File: config.mk
export PLATFORM = sky130hd
export DESIGN_NAME = ic_test_controller
export DESIGN_NICKNAME = d
export VERILOG_FILES = /design/src/rtl/ic_test_controller.sv
export SDC_FILE = /design/constraint.sdc
export NUM_CORES = 1
export LEC_CHECK = 0
export BUFFER_PORTS_ARGS = -buffer_cell sky130_fd_sc_hd__clkbuf_2
export CAP_MARGIN = 15
export CELL_PAD_IN_SITES_DETAIL_PLACEMENT = 1
export CELL_PAD_IN_SITES_GLOBAL_PLACEMENT = 2
export CORE_MARGIN = 3
export CORE_UTILIZATION = 35
export CTS_BUF_LIST = sky130_fd_sc_hd__clkbuf_16
export CTS_CLUSTER_DIAMETER = 50
export DETAILED_ROUTE_END_ITERATION = 8
export GPL_TIMING_DRIVEN = 1
export PLACE_DENSITY_LB_ADDON = 0.1
export RECOVER_POWER = 100
export SLEW_MARGIN = 20
export SYNTH_ARGS = -nofsm -noshare
export SYNTH_HDL_FRONTEND = slang
export SYNTH_SLANG_ARGS = --single-unit
export TNS_END_PERCENT = 20
File: constraint.sdc
create_clock -name clk -period 2.95 [get_ports clk]
set_input_delay 0.4425 -clock clk [delete_from_list [all_inputs] [get_ports clk]]
set_output_delay 0.4425 -clock clk [all_outputs]
set_load 0.005 [all_outputs]
File: src/rtl/ic_test_controller.sv
// ============================================================================
// ic_test_controller : sequences one multi-round run of the 6-gate IC checkers
// Rev 1.0
// ============================================================================
`default_nettype none

module ic_test_controller #(
  parameter int ROUND_CYCLES = 100000002,
  parameter int ROUNDS       = 3
) (
  input  logic       clk,
  input  logic       rst,
  input  logic       start,
  input  logic       abort,
  input  logic [5:0] gate_pass,
  input  logic [5:0] gate_fail,
  output logic       enable,
  output logic       busy,
  output logic       done,
  output logic [5:0] gate_ok,
  output logic       ic_pass,
  output logic       ic_fail,
  output logic       unstable
);

  localparam int CYC_W = $clog2(ROUND_CYCLES);
  localparam int RND_W = $clog2(ROUNDS) + 1;
  localparam logic [CYC_W-1:0] CYC_LAST = CYC_W'(ROUND_CYCLES - 1);
  localparam logic [RND_W-1:0] RND_LAST = RND_W'(ROUNDS - 1);

  typedef enum logic [1:0] {
    S_IDLE = 2'd0,
    S_RUN  = 2'd1,
    S_EVAL = 2'd2,
    S_DONE = 2'd3
  } state_t;

  state_t           state;
  state_t           state_next;
  logic             start_q;
  logic             start_edge;
  logic             cyc_term;
  logic             last_round;
  logic [CYC_W-1:0] cyc_cnt;
  logic [RND_W-1:0] round_cnt;
  logic [11:0]      snap;
  logic [11:0]      prev;
  logic [5:0]       ok_calc;

  assign start_edge = start & ~start_q;
  assign cyc_term   = (cyc_cnt == CYC_LAST);
  assign last_round = (round_cnt == RND_LAST);

  // A gate is good only if it passed in the last round and both of its bits
  // match the round before.
  for (genvar i = 0; i < 6; i++) begin : g_gate
    assign ok_calc[i] = snap[i] & ~snap[i+6]
                      & (snap[i] == prev[i]) & (snap[i+6] == prev[i+6]);
  end

  always_ff @(posedge clk or posedge rst) begin
    if (rst) state <= S_IDLE;
    else     state <= state_next;
  end

  always_comb begin
    state_next = state;
    case (state)
      S_IDLE:  if (start_edge) state_next = S_RUN;
      S_RUN:   if (cyc_term && last_round) state_next = S_EVAL;
      S_EVAL:  state_next = S_DONE;
      S_DONE:  state_next = S_IDLE;
      default: state_next = S_IDLE;
    endcase
    if (abort) state_next = S_IDLE;
  end

  always_ff @(posedge clk or posedge rst) begin
    if (rst) begin
      // Resetting high keeps a button held through reset from starting a test.
      start_q   <= 1'b1;
      enable    <= 1'b0;
      busy      <= 1'b0;
      done      <= 1'b0;
      gate_ok   <= '0;
      ic_pass   <= 1'b0;
      ic_fail   <= 1'b0;
      unstable  <= 1'b0;
      cyc_cnt   <= '0;
      round_cnt <= '0;
      snap      <= '0;
      prev      <= '0;
    end else begin
      start_q <= start;
      enable  <= (state == S_RUN) && !abort;
      busy    <= ((state == S_RUN) || (state == S_EVAL)) && !abort;
      done    <= (state == S_DONE) && !abort;

      if (abort) begin
        gate_ok  <= '0;
        ic_pass  <= 1'b0;
        ic_fail  <= 1'b0;
        unstable <= 1'b0;
      end else begin
        case (state)
          S_IDLE: begin
            if (start_edge) begin
              gate_ok   <= '0;
              ic_pass   <= 1'b0;
              ic_fail   <= 1'b0;
              unstable  <= 1'b0;
              cyc_cnt   <= '0;
              round_cnt <= '0;
              snap      <= '0;
              prev      <= '0;
            end
          end
          S_RUN: begin
            cyc_cnt <= cyc_term ? '0 : cyc_cnt + 1'b1;
            if (cyc_term) begin
              prev      <= snap;
              snap      <= {gate_fail, gate_pass};
              round_cnt <= round_cnt + 1'b1;
            end
          end
          S_EVAL: begin
            gate_ok  <= ok_calc;
            unstable <= (snap != prev);
            ic_pass  <= &ok_calc;
            ic_fail  <= ~(&ok_calc);
          end
          default: begin
          end
        endcase
      end
    end
  end

endmodule

`default_nettype wire

==> impl_results.md <==
* Status: completed
* Crit-path leading delay family: simple AND/OR/NAND/NOR gates
* Top FF cell, synth: dfrtp_1
* CTS Buffer Depth at 2
* Buffers on Ports at 27
* CP required at approximately 3.2 ns
* Yosys cell types at 55
* Vias at approximately 3,600
* Clk pin slew, worst setup/hold paths at approximately 0.06 ns
* Routing usage on met2 at between 20 and 30%
* Area after DPL at about 4300 um2
* Worst Hold Slack at 0.207 ns
* Routed wire length at 11.8 mm
* Worst-path fanout max at 28
* Critical path type: flip-flop to flip-flop
* Detail Placement HPWL at around 7.5 mm
* RSZ-0062 raised after global routing: no
* Post-cts gate resize count at 0
* Layout cell share with drive strength beyond 1 at 12.8%
* First-pass GRT wire length at about 20 mm
* Vias in the first global route at around 3,700
* Worst Slack Setup Final at 0.307 ns
* Syn-to-layout area delta at 15.4%
* Cell Chain, Critical Path: inv_1 > ha_1 > nor3b_2 > o2111ai_4 > or4_1 > a22oi_1
* Synth warn at 0
* Fin. max-slew vios at 0
* Max_cap viols at 0
* FFs w/ async S/R, synth at between 90% and 100%
* EDFF count, synth at 0
* Pin count of the biggest net entering global routing at 50
* Post-Layout Cell Count at 586
* Global route hottest layer: met2
* Row count at 38
* Synth Instances at between 400 and 500
* Met3 Track Usage GR at 5.40%
* Die Width at approximately 110 um
* Flops & latches, synth at 69
* Yosys top cell area share at 42.3%
* Post-layout util at 42.1%
* Grt ovf at 0
* Final Cell Area at ~4600 um2
* CTS root buffer: clkbuf_16
* Core Area at roughly 11,000 um2
* M1 GR Usage at 27.7%
* Largest area contributor in the synthesized netlist: dfrtp_1
* Post-CTS setup buffers at 0
* LEAKAGE at around 2 nW
* Dpl cells at 569
* CP startpoint kind: flip-flop
* Starting DRT DRC Count at roughly 210
* Initial Util at between 30% and 40%
* Number of CTS-inserted buffers at 9
* Clock latency on the worst-skew pair at about 0.35 ns
* Slowest cell on crit path: or4_1
* Post-cts hold buffer count at 0
* Buf/Inv on CP at 1
* Die ar. at around 13,000 um2
* PwrDens at ~850 nW/um2
* Post-Syn Area at approximately 4000 um2
* Final Cycle Share at around nine tenths
* Routability cong. at between 0.7 and 0.8
* TritonCTS clock tree: yes
* Critical path arrival at around 2.9 ns
* Antenna Nets Post-Route at 0
* Number of diodes at 0
* Power Total at roughly 4.0 mW
* Count of final setup violators at 0
* Place WS at 0.268 ns
* Setup Skew at around 0.0057 ns
* Max VDD drop at between 400 and 500 uV
* DRC errors left at 0
* Detailed Routing Iterations Pass 1 at 4
* Post-Syn Area per Cell at approximately 9.5 um2
* GR Util All Layers at just under 20%
* Synth area leaders: dfrtp_1, o211ai_1, nand4_1
* CP peak stage delay at 0.62 ns
* DR WL/cell at about 20 um
* Fin Setup TNS at 0 ns
* Least-Margin Pin Slew at 1.18 ns
* Slew margin rel. at a little over a fifth
* Post-layout min period at about 2.6 ns
* Layout net count at between 400 and 500
* Initial antenna violation count at 0
* Via density at about 6
* Hold Path Class: primary input to flip-flop
* H-tree depth at 3
* Crit end category: flip-flop
* F_max at approximately 380 MHz
* I/O pins at 28
* CTS sink cnt at 69
* Die Y at 113 um
* Synth Net Count at 450
* Final Hold Vio Count at 0
* Seq/Total Area, Yosys at between 40% and 50%
==> path summary, 6_finish.rpt <==
path | startpoint | end | slack, ns | depth (start not counted)
max | state[0] | cyc_cnt[23] | 0.31 | 6
min | start | start_q | 0.21 | 1
max reg2reg | state[0] | cyc_cnt[23] | 0.31 | 6
min reg2reg | gate_ok[5] | gate_ok[5] | 0.49 | 1
max in group asynchronous | rst | cyc_cnt[23] | 0.91 | 3
min in group asynchronous | rst | ic_fail | 0.38 | 2
==> cell usage in the layout, fill, tap and decap left out, types with 10 or more instances in the layout <==
master    Yosys  routed
xor2_1       10      10
nor2_1       11      10
nand2_1      41      41
o211ai_1     28      28
clkbuf_2      0      23
o31ai_1      18      18
nand4_1      30      30
nand3_1      36      36
or4_1        16      16
a22oi_1      19      19
dfrtp_1      68      68
==> Yosys cell counts (2+ instances only) <==
cell / instances
dfrtp_1: 68
nand2_1: 41
nand3_1: 36
nand4_1: 30
o211ai_1: 28
clkbuf_1: 25
a22oi_1: 19
o31ai_1: 18
or4_1: 16
nor2_1: 11
xor2_1: 10
inv_1: 9
a22o_1: 8
and3_1: 8
ha_1: 8
nor4bb_1: 7
a21oi_1: 6
and2_1: 6
buf_2: 6
nand2b_1: 6
nor4_1: 6
or3_1: 5
o21ai_0: 4
and4_1: 3
nor4b_1: 3
o311ai_1: 3
xnor2_1: 3
a211o_1: 2
buf_1: 2
nor2b_1: 2
o2111ai_1: 2
or2_2: 2
==> routing by layer <==
layer	part of all wire (%)	wire length [um]
met1	49	5810
met2	45	5330
met3	3.8	450
met4	1.4	166
met5	0	0
==> worst reg2reg max path, delay by kind of cell, from the launching register on <==
kind / cells / cell delay [ns]
AOI/OAI and AO/OA: 2 / 0.57
buffers and inverters: 1 / 0.12
adders and majority gates: 1 / 0.32
and+or+nand+nor: 2 / 1.06
DFF: 1 / 0.49
==> report_power, final <==
group | internal (mW) | switching, mW
sequential | 1.19 | 0.316
combinational | 0.453 | 0.655
clock | 0.909 | 0.447
total | 2.55 | 1.42
==> cell type report <==
cell class / count / area [um2]
Clock buffer: 9 / 225
Clock inverter: 7 / 138
Fill cell: 1257 / 6380
Inverter: 9 / 33.8
Multi-Input combinational cell: 314 / 2130
Sequential cell: 69 / 1730
Tap cell: 140 / 175
Timing Repair Buffer: 38 / 221
==> state kept, by name (all words and copies together) (netlist names) <==
name       count
state          2
prev          12
round_cnt      3
cyc_cnt       27
unstable       1
start_q        1
gate_ok        6
ic_fail        1
ic_pass        1
done           1
snap          12
enable         1
busy           1
==> cells by family (layout without fill, tap and decap cells) <==
logic type      after synthesis  after routing  share of synthesized area (%)
fa+ha+maj                     8              8                           2.49
flops                        69             69                           42.9
buf+inv                      43             63                           4.38
compound gates              102            102                           19.7
xor+xnor                     13             13                           2.83
simple gates                191            191                           27.7
(Power assumes the default switching activity.)
